## config.mk

```make
export PLATFORM = sky130hd
export DESIGN_NAME = addsub_pipe
export DESIGN_NICKNAME = d
export VERILOG_FILES = /design/src/rtl/addsub_pipe.sv
export SDC_FILE = /design/constraint.sdc
export NUM_CORES = 1
export LEC_CHECK = 0
export CAP_MARGIN = 20
export CORE_MARGIN = 8
export CORE_UTILIZATION = 47
export DETAILED_ROUTE_END_ITERATION = 7
export PLACE_DENSITY = 0.77
export SLEW_MARGIN = 20
export SYNTH_ARGS = -nofsm -noshare
export SYNTH_HDL_FRONTEND = slang
export SYNTH_SLANG_ARGS = --single-unit
```

## constraint.sdc

```tcl
create_clock -name clk -period 4 [get_ports clk]
set_clock_uncertainty 0.15 [all_clocks]
set_input_delay 0.8 -clock clk [delete_from_list [all_inputs] [get_ports clk]]
set_output_delay 0.8 -clock clk [all_outputs]
set_load 0.05 [all_outputs]
```

## src/rtl/addsub_pipe.sv

```systemverilog
// addsub_pipe: pipelined WIDTH-bit add/subtract unit (ADD/SUB/ADC/SBC) with
// valid/ready handshakes on both sides and a registered NZCV flag set.
//
// Ports:
//   clk, rst              clock, synchronous active-high reset
//   in_valid/in_ready     operand handshake (a, b, op, sat)
//   op                    00 ADD, 01 SUB, 10 ADC, 11 SBC
//   sat                   signed-saturate request (ADDSUB_SAT_EN builds only)
//   out_valid/out_ready   result handshake
//   result                sum/difference of the beat at the head of the pipe
//   flag_n/z/c/v          flags of the last delivered beat
//
// Build option: define ADDSUB_SAT_EN to enable signed saturation when sat=1.
//
// Arithmetic happens in slot 0; later slots only register. Each slot carries
// its own valid bit, so bubbles collapse under backpressure.
module addsub_pipe #(
  parameter int WIDTH  = 32,
  parameter int STAGES = 2
) (
  input  logic             clk,
  input  logic             rst,
  input  logic             in_valid,
  output logic             in_ready,
  input  logic [WIDTH-1:0] a,
  input  logic [WIDTH-1:0] b,
  input  logic [1:0]       op,
  input  logic             sat,
  output logic             out_valid,
  input  logic             out_ready,
  output logic [WIDTH-1:0] result,
  output logic             flag_c,
  output logic             flag_v,
  output logic             flag_n,
  output logic             flag_z
);

  logic [STAGES-1:0]            vld_pipe, c_pipe, v_pipe, rdy;
  logic [STAGES-1:0][WIDTH-1:0] res_pipe;

  logic             cin, cout, c_msb, s_c, s_v, accept;
  logic [WIDTH-1:0] bx, s_res;
  logic [WIDTH:0]   sum;
  logic [WIDTH-1:0] low;

  // First-stage arithmetic. Subtraction is a + ~b + cin.
  always_comb begin
    bx = op[0] ? ~b : b;
    unique case (op)
      2'b00:   cin = 1'b0;
      2'b01:   cin = 1'b1;
      2'b10:   cin = flag_c;
      default: cin = ~flag_c;
    endcase
    sum   = {1'b0, a} + {1'b0, bx} + {{WIDTH{1'b0}}, cin};
    // Carry into the MSB, for signed overflow.
    low   = {1'b0, a[WIDTH-2:0]} + {1'b0, bx[WIDTH-2:0]} + {{(WIDTH-1){1'b0}}, cin};
    cout  = sum[WIDTH];
    c_msb = low[WIDTH-1];
    s_v   = c_msb ^ cout;
    s_c   = op[0] ? ~cout : cout;   // borrow for SUB/SBC
    s_res = sum[WIDTH-1:0];
`ifdef ADDSUB_SAT_EN
    // Overflow with a set MSB means the true result was positive.
    if (sat && s_v)
      s_res = sum[WIDTH-1] ? {1'b0, {(WIDTH-1){1'b1}}} : {1'b1, {(WIDTH-1){1'b0}}};
`endif
  end

`ifndef ADDSUB_SAT_EN
  logic sat_unused;
  assign sat_unused = sat;
`endif

  // Slot k can take new contents when it, or any slot downstream of it, is
  // empty, or when the tail is draining this cycle.
  for (genvar k = 0; k < STAGES; k++) begin : g_rdy
    assign rdy[k] = out_ready | ~(&vld_pipe[STAGES-1:k]);
  end

  // ADC/SBC consume flag_c, which only settles once every older beat has
  // been delivered, so they wait for an empty pipe.
  assign in_ready  = !rst && rdy[0] && !(in_valid && op[1] && (|vld_pipe));
  assign accept    = in_valid && in_ready;
  assign out_valid = vld_pipe[STAGES-1];
  assign result    = res_pipe[STAGES-1];

  always_ff @(posedge clk) begin
    if (rst) begin
      vld_pipe <= '0;
      c_pipe   <= '0;
      v_pipe   <= '0;
      res_pipe <= '0;
      flag_c   <= 1'b0;
      flag_v   <= 1'b0;
      flag_n   <= 1'b0;
      flag_z   <= 1'b0;
    end else begin
      if (rdy[0]) begin
        vld_pipe[0] <= accept;
        if (accept) begin
          res_pipe[0] <= s_res;
          c_pipe[0]   <= s_c;
          v_pipe[0]   <= s_v;
        end
      end
      for (int k = 1; k < STAGES; k++) begin
        if (rdy[k]) begin
          vld_pipe[k] <= vld_pipe[k-1];
          res_pipe[k] <= res_pipe[k-1];
          c_pipe[k]   <= c_pipe[k-1];
          v_pipe[k]   <= v_pipe[k-1];
        end
      end
      // Flags follow the beat actually handed downstream.
      if (vld_pipe[STAGES-1] && out_ready) begin
        flag_c <= c_pipe[STAGES-1];
        flag_v <= v_pipe[STAGES-1];
        flag_n <= res_pipe[STAGES-1][WIDTH-1];
        flag_z <= ~|res_pipe[STAGES-1];
      end
    end
  end

endmodule

```

# Word level (Yosys, flattened, before mapping)
# Cells that the tools add are included.
[word_totals]
reg_bits = 74
latchBits = 0
ram_bits = 0
rom_bits = 0
out_inout_bits = 38
word_cells = 43
mem_count = 0
[classes]
n_addsub = 4
mul = 0
div_mod_pow = 0
n_lt_le_gt_ge = 0
n_eq_ne = 2
shift = 0
mux = 3
n_bitwise = 8
reduce_logical = 14
[ops]
columns = ["cell", "n"]
rows = [
  ["adder 32 x 32 -> 33 bit", 1],
  ["adder 33 x 1 -> 33 bit", 1],
  ["adder 31 x 31 -> 32 bit", 1],
  ["adder 32 x 1 -> 32 bit", 1],
  ["two-way mux 32 bit", 1],
  ["inverter 32 bit", 1],
  ["OR reduction 32 bit", 1],
  ["logical AND 1 bit", 6],
  ["inverter 1 bit", 4],
  ["AND reduction 2 bit", 2],
  ["logical NOT 1 bit", 3],
  ["one-hot mux 1 bit (3 select lines)", 1],
  ["equality test 2 x 1 -> 1 bit (second input constant)", 1],
  ["equality test 2 bit (second input constant)", 1],
  ["logical NOT 2 bit", 1],
  ["OR 1 bit", 2],
  ["OR reduction 2 bit", 1],
  ["two-way mux 1 bit", 1],
  ["bitwise XOR 1 bit", 1],
]

# Logic depth before layout (Yosys ltp)
# Gate-level depths: netlist of the first run.
[depth]
ltp_word = 7
depth_mapped = 13
depth_no_buf = 12

# Worst setup path before layout of the first run
# Ideal clock, no wire load.
[synth_timing]
kind = "input to register"
from = "input op[0]"
to = "register c_pipe[0]"
setup_time_ns = 0.086
t_arrival_ns = 3.949
slack_ns = -0.184
stages = 13
cell_sequence = "clkbuf_1 > clkbuf_1 > xnor2_1 > fa_1 > fa_1 > nand2b_1 > a21oi_1 > o21ai_1 > a31o_2 > nor4_1 > o31a_2 > xnor2_1 > a211oi_1"
[synth_via]
elab_chain_len = 5
elab_cells_between_ends = 9
classes_between = "add/sub: 2; eq/ne: 2; mux: 3; bitwise: 1; reduce/logical: 1"
[synth_lines]
columns = ["item", "line_no", "source"]
rows = [
  ["from (decl)", "27", "input logic [1:0] op,"],
  ["two-way mux 32 bit, or another cell as far along", "48", "bx = op[0] ? ~b : b;"],
  ["adder 32 x 32 -> 33 bit or one-hot mux 1 bit (3 select lines) (tied branches)", "55, 49", ""],
  ["adder 33 x 1 -> 33 bit", "55", "sum = {1'b0, a} + {1'b0, bx} + {{WIDTH{1'b0}}, cin};"],
  ["inverter 1 bit", "61", "s_c = op[0] ? ~cout : cout;"],
  ["two-way mux 1 bit (*)", "61", ""],
  ["to (signal, indexed assignment)", "111", "c_pipe[k] <= c_pipe[k-1];"],
  ["to (decl)", "38", "logic [STAGES-1:0] vld_pipe, c_pipe, v_pipe, rdy;"],
]
# Mark *: on every way between the ends. The rest lies on a longest branch, timed or not.
# A chain may end at the register's enable or synchronous reset.

# Worst setup path in the final report of the first run
[layout_timing]
from = "input op[1]"
to = "register c_pipe[0]"
[layout_via]
elab_chain_len = 6
elab_cells_between_ends = 13
classes_between = "add/sub: 1; eq/ne: 2; mux: 2; bitwise: 1; reduce/logical: 7"
[layout_lines]
columns = ["item"]
rows = [
  ["branches (longest 6 deep; another with adder 33 x 1 -> 33 bit)"],
]
# Parallel ways; which one is timed is not known.

==> metrics.md, run 1 <==
| Metric | Value |
|---|---|
| Final Max Tran Viols | `0` |
| Leakage power | `2.460 nW` |
| GR Overflow Total | `0` |
| Tightest Pin Transition | `0.7230 ns` |
| Leading register cell type out of synthesis | `dfxtp_1` |
| Final period utilization | `94.24%` |
| Placeable core area | `0.01070 mm²` |
| Root buffer cell | `clkbuf_8` |
| Maximum VDD drop | `0.1691 mV` |
| Met1 layer usage reported by global route | `24.76%` |
| CTS tree | `yes` |
| Adder-Cell Fraction of Synth Area | `8.447%` |
| Worst min-delay path category | `register to register` |
| Arrival time at the worst endpoint | `3.87 ns` |
| Post-synthesis share of cell area spent on and, or, nand and nor gates | `21.34%` |
| Max Fanout on Critical Path | `4` |
| Placed wire-length estimate | `10490 µm` |
| Placed Cells incl. Taps | `854` |
| Syn Area/Cell | `7.653 µm²` |
| Hold Crit Depth | `2` |
| Final standard cell count with taps included and fillers excluded | `870` |
| Placement Rows | `38` |
| Global-route layer with the greatest usage | `met2` |
| Proportion of synthesized chip area in sequential cells | `29.24%` |
| Dominant combinational cell family by area after synthesis | `compound AO/OA/AOI/OAI gates` |
| CTS hold repair buffers | `0` |
| Routed wire per std cell | `15.29 µm` |
| Layout cells sized above 1 | `7.945%` |
| Starting density of the core | `47.36%` |
| 1st-iter DRT viols | `333` |
| Area after DPL | `0.006028 mm²` |
| Setup ws final | `0.2304 ns` |
| Count of yosys warnings during synthesis | `0` |
| Post-layout net count | `829` |
| Status | `finished clean` |
| Global-route track usage on met3 | `3.194%` |
| Overall power of the completed layout | `0.002386 W` |
| Number of design rule violations left after detail routing | `0` |
| Worst slew margin | `51.17%` |
| Number of optimization iterations in the first detailed-route pass | `5` |
| Via count of the first global-routing pass | `4527` |
| Synth Instances | `662` |
| Area share of xor/xnor cells in the synthesized design | `9.336%` |
| Count of state elements after synthesis | `74` |
| Number of distinct library cells after synthesis | `62` |
| Unrepaired setup endpoints after global routing | `no` |
| Number of enable-type register cells in the synthesized netlist | `0` |
| Antenna diode instance count | `0` |
| Clock period minus final worst setup slack | `3.770 ns` |
| Remaining antenna violation count after routing | `0` |
| Endpoint kind of the worst setup timing path | `register` |
| Wire length of the first global-routing pass | `21790 µm` |
| Path depth of the worst reg2reg path | `12` |
| Total wirelength of the detailed-routed design | `13300 µm` |
| Ports | `109` |
| Die outline width | `119.8 µm` |
| Chip height | `119.8 µm` |
| Share of synthesized registers carrying an async set or reset | `0%` |
| Multiplexer area fraction after synthesis | `0%` |
| Mean number of vias per cell | `5.453` |
| Max clock buf depth | `2` |
| Syn_nets | `766` |
| Port Buf Inserts | `107` |
| Met2 capacity usage during global routing | `28.33%` |
| Post-synth design cell area | `0.005066 mm²` |
| Largest net degree at the start of global routing | `72` |
| Global placement routability congestion | `0.8915` |
| Category of the worst setup path launch point | `input port` |
| Crit path required time | `4.10 ns` |
| Total Die Area | `0.01436 mm²` |
| Insertion delay to the later sink of the worst-skew pair | `0.35 ns` |
| Antenna violations before repair | `0` |
| Layout Area Growth over Synthesis | `24.38%` |
| Post-CTS repair timing setup buffer count | `0` |
| Final standard cell area without fillers | `0.006301 mm²` |
| Total GRT Usage | `18.00%` |
| Max-cap violations | `0` |
| Path type of the worst setup path | `input port to register` |
| TritonCTS Sinks | `74` |
| Number of H-tree levels | `3` |
| Complex-gate fraction of the synthesized area | `22.97%` |
| Routed via count | `4744` |
| Number of CTS-inserted buffers | `9` |
| Highest achievable clock rate | `265.3 MHz` |
| Total power density per cell area | `378.7 mW/mm²` |
| Count of fill cells added during filler insertion | `1031` |
| Final Hold Violating Endpoints | `0` |
| Final-report setup violation count | `0` |
| Worst setup slack before clock tree synthesis | `-0.2540 ns` |
| Register clock-pin slew on the reported worst setup and hold paths | `0.07 ns` |
-- layout make-up --
class,count,area [µm²],share of cell area [%]
Multi-Input combinational cell,505,3169,50.30
Sequential cell,74,1481,23.51
Timing Repair Buffer,123,1179,18.71
Tap cell,140,175.2,2.780
Clock buffer,11,151.4,2.403
Clock inverter,5,100.1,1.589
Inverter,12,45.04,0.7149
-- cells by family (layout without fill, tap and decap cells) --
group | after synthesis | after routing
fa+ha+maj | 33 | 33
buf+inv | 83 | 151
simple gates | 236 | 236
xor+xnor | 54 | 54
flops | 74 | 74
compound gates | 182 | 182
-- synth_stat cells (2+ instances only) --
cell | number | area (µm²)
buf_2 | 6 | 30.03
nor2b_1 | 4 | 25.02
or3_1 | 4 | 25.02
a211oi_1 | 4 | 30.03
o21ai_1 | 7 | 35.03
o2111ai_2 | 2 | 30.03
buf_4 | 32 | 240.2
o21a_1 | 4 | 30.03
fa_1 | 2 | 40.04
a21o_1 | 17 | 127.6
nand2_1 | 133 | 499.2
dfxtp_1 | 74 | 1481
ha_1 | 31 | 387.9
inv_1 | 12 | 45.04
and2_1 | 3 | 18.77
xor2_1 | 39 | 341.6
nor2_1 | 23 | 86.33
xnor2_1 | 15 | 131.4
a21oi_1 | 92 | 460.4
and4_1 | 2 | 17.52
clkbuf_1 | 28 | 105.1
nand2b_1 | 7 | 43.79
nand4_1 | 7 | 43.79
nand3_1 | 22 | 110.1
o21ai_0 | 15 | 75.07
a21oi_2 | 2 | 17.52
or2_2 | 2 | 12.51
a211o_1 | 4 | 35.03
a31o_2 | 2 | 17.52
nor3_1 | 5 | 25.02
o41ai_1 | 3 | 26.28
o211ai_1 | 3 | 22.52
and3_1 | 5 | 31.28
nor4_1 | 10 | 62.56
buf_1 | 5 | 18.77
a31oi_1 | 10 | 62.56
-- state kept, by name, indices dropped and copies added (netlist names) --
signal,cells
res_pipe,32
flag_v,1
vld_pipe,2
flag_c,1
flag_z,1
flag_n,1
c_pipe,2
result,32
v_pipe,2
-- what timing repair did --
action	in CTS	in global routing
gates resized for setup	0	4
endpoints found under the setup margin	0	4
hold endpoints to repair	0	0
-- critical path, cell delays in order --
cell	delay (ns)
clkdlybuf4s50_1	0.53
nand2_1	0.08
xor2_1	0.16
fa_2	0.36
fa_1	0.38
nand2b_1	0.19
a21oi_2	0.19
o21ai_1	0.11
a31o_2	0.30
nor4_4	0.27
o31a_2	0.19
xnor2_1	0.07
a211oi_1	0.23
-- metal layers --
layer,up-vias,wire (µm)
met5,-,0
met2,154,6050
met4,0,102
li1,2394,-
met3,6,784
met1,2190,6360
-- through the flow --
| stage | setup TNS [ns] | util (%) | hold slack [ns] |
|---|---|---|---|
| floorplan | 0 | - | 0.2819 |
| global placement | -0.9314 | 56.35 | 0.2911 |
| detailed placement | -1.176 | 56.35 | 0.2961 |
| CTS | 0 | 58.70 | 0.3042 |
| global route | 0 | 58.90 | 0.3234 |
| finish | 0 | 58.90 | 0.3048 |
-- path summary, 6_finish.rpt --
check,start,end,slack [ns]
max reg2reg,flag_c,c_pipe[0],0.83
min,res_pipe[23],res_pipe[23],0.30
max,op[1],c_pipe[0],0.23
min reg2reg,res_pipe[23],res_pipe[23],0.30
-- report_power, final --
group | leakage, nW | switching [W] | internal [W]
clock network | 0.129 | 0.000270 | 0.000446
logic | 1.73 | 0.000484 | 0.000357
registers | 0.604 | 0.0000363 | 0.000792
-- placed cells by master (no fill, tap or decap), drive strengths merged, types with 4 or more instances in the layout --
cell and n:
nor3 5, o21ai 23, a21o 18, nand3 22, a21oi 95, xnor2 15
inv 12, nand4 7, nand2 133, ha 31, a31oi 10, clkbuf 11
buf 19, a211o 4, clkdlybuf4s50 104, a211oi 4, o21a 4, nor4 10
nor2b 5, nand2b 7, and3 5, dfxtp 74, or3 5, xor2 39
nor2 23
Note: power is estimated with default switching activity, not from simulation.
==> run 2, diff against run 1 <==
--- a/config.mk
+++ b/config.mk
@@ -6,6 +6,7 @@
 export NUM_CORES = 1
 export LEC_CHECK = 0
 export CAP_MARGIN = 20
+export CORE_ASPECT_RATIO = 2
 export CORE_MARGIN = 8
 export CORE_UTILIZATION = 47
 export DETAILED_ROUTE_END_ITERATION = 7
==> run 2 against run 1 <==
  * Worst hold slack got worse by 0.00097 ns
  * Critical path depth unchanged
  * Final cell count decreased by 0.23%
  * Clock power increased by 18%
  * Sequential share of layout area decreased by 0.27 points
  * Die area increased by 1.4%
  * Sequential power about the same
  * Maximum frequency increased by 0.36%
  * Design area increased by 1.2%
  * Global-route usage increased by 0.87 points
  * Wire length increased by 1.5%
  * Register-to-register slack about the same
  * Critical endpoint unchanged
  * Largest cell class unchanged
==> metrics.md, run 2 (synthesis gave the netlist of run 1 again) <==
| Metric | Value |
|---|---|
| Clock network fraction of design power | `33.7% (+3.7 points)` |
| Category of the worst setup path launch point | `input port` |
| Switching pwr | `0.0008197 W (+3.7%)` |
| Root buffer cell | `clkbuf_16` |
| Routed wire per std cell | `15.55 µm (+1.7%)` |
| Int Pwr | `0.001699 W (+6.4%)` |
| Arrival time at the worst endpoint | `3.84 ns (-0.03 ns)` |
| Combinational share of power | `33.4% (-1.9 points)` |
| Wire length of the first global-routing pass | `22090 µm (+1.4%)` |
| Most common cell after layout, fill and taps aside | `nand2_1` |
| Total GRT Usage | `18.87% (+0.87 points)` |
| Mean number of vias per cell | `5.507 (+0.99%)` |
| Tightest Pin Transition | `0.7065 ns (-0.01644 ns)` |
| Final standard cell count with taps included and fillers excluded | `868 (-0.23%)` |
| Endpoint kind of the worst setup timing path | `register` |
| Die outline width | `89.42 µm (-25%)` |
| Switching fraction of total power | `32.55% (-0.57 points)` |
| Placed wire-length estimate | `10740 µm (+2.4%)` |
| Worst path max stage delay | `0.48 ns (-0.05 ns)` |
| Total Die Area | `0.01456 mm² (+1.4%)` |
| Cells traversed along the worst timing path | `clkdlybuf4s50_1, nand2_1, xor2_1, fa_2, fa_1, nand2b_1, a21oi_2, o21ai_1, a31o_2, nor4_2, o31a_2, xnor2_1, a211oi_1` |
| Flop-to-flop setup slack | `0.84 ns (about the same)` |
| Antenna diode instance count | `0 (unchanged)` |
| Layout Area Growth over Synthesis | `25.81%` |
| Starting density of the core | `48.35% (+1.0 points)` |
| Worst min-delay path category | `register to register` |
| Leakage power | `2.474 nW (+0.58%)` |
| Max clock buf depth | `2 (unchanged)` |
| Overall power of the completed layout | `0.002518 W (+5.5%)` |
| Number of design rule violations left after detail routing | `0 (unchanged)` |
| Total wirelength of the detailed-routed design | `13490 µm (+1.5%)` |
| Chip height | `162.8 µm (+36%)` |
| Crit-path leading delay family | `compound AO/OA/AOI/OAI gates` |
| Register clock-pin slew on the reported worst setup and hold paths | `0.06 ns (about the same)` |
| Worst slew margin | `52.90% (+1.7 points)` |
| Final period utilization | `93.90% (-0.34 points)` |
| Maximum VDD drop | `0.2554 mV (+51%)` |
| Ports | `109 (unchanged)` |
| Final Max Tran Viols | `0 (unchanged)` |
| Global placement routability congestion | `0.8939 (+0.27%)` |
| Terminus of the critical flop-to-flop path | `c_pipe[0]` |
| GR Overflow Total | `0 (unchanged)` |
| Terminating pin of the worst hold path | `res_pipe[4]` |
| Worst setup slack before clock tree synthesis | `-0.2190 ns (+0.03502 ns)` |
| Hold Crit Depth | `2 (unchanged)` |
| Port Buf Inserts | `107 (unchanged)` |
| Largest net degree at the start of global routing | `72 (unchanged)` |
| Flop pwr share | `32.9% (-1.8 points)` |
| Clock period minus final worst setup slack | `3.756 ns (-0.01356 ns)` |
| Layout cells sized above 1 | `8.208% (+0.26 points)` |
| Placed Cells incl. Taps | `853 (-0.12%)` |
| Setup ws final | `0.2440 ns (+0.01356 ns)` |
| Crit path buf inv count | `1 (unchanged)` |
| Final Hold Violating Endpoints | `0 (unchanged)` |
| Post-layout net count | `831 (+0.24%)` |
| Highest achievable clock rate | `266.2 MHz (+0.36%)` |
| Total power density per cell area | `395.1 mW/mm² (+4.3%)` |
| Max Fanout on Critical Path | `3 (-1)` |
| Worst hold start | `res_pipe[4]` |
| Crit path required time | `4.08 ns (-0.02 ns)` |
| Commonest non-fill, non-tap cells in the layout | `133 x nand2_1, 104 x clkdlybuf4s50_1, 90 x a21oi_1, 74 x dfxtp_1, 39 x xor2_1` |
| Slowest cell on crit path | `clkdlybuf4s50_1` |
| Count of fill cells added during filler insertion | `994 (-3.6%)` |
| Number of CTS-inserted buffers | `9 (unchanged)` |
| Placement Rows | `53 (+39%)` |
| CTS tree | `yes` |
| CTS hold repair buffers | `0 (unchanged)` |
| Unrepaired setup endpoints after global routing | `no` |
| Status | `finished clean` |
| Routed via count | `4780 (+0.76%)` |
| Antenna violations before repair | `0 (unchanged)` |
| Number of optimization iterations in the first detailed-route pass | `5 (unchanged)` |
| Remaining antenna violation count after routing | `0 (unchanged)` |
| Insertion delay to the later sink of the worst-skew pair | `0.33 ns (-0.02 ns)` |
| Final TNS setup | `0 ns (unchanged)` |
| Number of H-tree levels | `3 (unchanged)` |
| Via count of the first global-routing pass | `4712 (+4.1%)` |
| Final-report setup violation count | `0 (unchanged)` |
| Worst R2R Start | `flag_c` |
| Path type of the worst setup path | `input port to register` |
| TritonCTS Sinks | `74 (unchanged)` |
| Post-layout utilization of the core | `60.83% (+1.9 points)` |
| 1st-iter DRT viols | `309 (-7.2%)` |
| Placeable core area | `0.01048 mm² (-2.1%)` |
| Path depth of the worst reg2reg path | `12 (unchanged)` |
| Max-cap violations | `0 (unchanged)` |
==> run 2: worst register-to-register path: cells and delay by family (launching register included) <==
kind                       cells  cell delay [ns]
DFF                            1             0.36
adders and majority gates      2             0.76
and+or+nand+nor                3             0.55
xor gates and xnor gates       2             0.24
AOI/OAI and AO/OA              5             1.01
==> run 2: layer usage <==
layer	track usage, %	part of all wire [%]
met1	21.31	40
met2	34.43	55
met3	1.416	3.7
met4	7.857	2.1
met5	0	0
==> run 2: worst max path at each step <==
stage	start	slack [ns]	depth (start not counted)	to
6_report	op[1]	0.24	13	c_pipe[0]
5_1_grt	op[1]	0.01	13	c_pipe[0]
4_1_cts	op[1]	0.09	13	c_pipe[0]
3_5_place_dp	op[1]	-0.22	13	c_pipe[0]
3_3_place_gp	op[1]	-0.17	13	c_pipe[0]
2_1_floorplan	op[0]	0.009	13	c_pipe[0]
==> run 2: stage by stage <==
step	area (µm²)	hold slack, ns
after floorplan	5069	0.2819
after global routing	6374	0.3220
after global placement	6040	0.2923
final	6374	0.3038
after CTS	6357	0.3029
after detailed placement	6040	0.2938
==> run 2: power by group through the flow <==
stage | sequential, W | clock, W | combinational [W]
floorplan | 0.000835 | 0 | 0.000604
global placement | 0.000842 | 0 | 0.000819
detailed placement | 0.000843 | 0 | 0.000835
CTS | 0.000828 | 0.000853 | 0.000839
global route | 0.000835 | 0.000883 | 0.000925
finish | 0.000828 | 0.000848 | 0.000841
==> run 2: repair_timing <==
item,in CTS,in global routing
buffers inserted,0,0
endpoints found under the setup margin,0,6
gates resized for setup,0,5
==> run 2: final cells by class <==
class                   count  area, µm²  area share [%]
clock inverters             6      92.59           1.453
well taps                 137      171.4           2.689
multi-input cells         505       3164           49.65
clock buffers               9      225.2           3.534
inverters                  12      45.04          0.7067
repair buffers            125       1194           18.73
flip-flops and latches     74       1481           23.24
==> run 3, diff against run 2 <==
--- a/config.mk
+++ b/config.mk
@@ -15,3 +15,4 @@
 export SYNTH_ARGS = -nofsm -noshare
 export SYNTH_HDL_FRONTEND = slang
 export SYNTH_SLANG_ARGS = --single-unit
+export TNS_END_PERCENT = 5
==> results of run 3 <==
No change in the layout: final DEF, timing and power equal those of run 2.
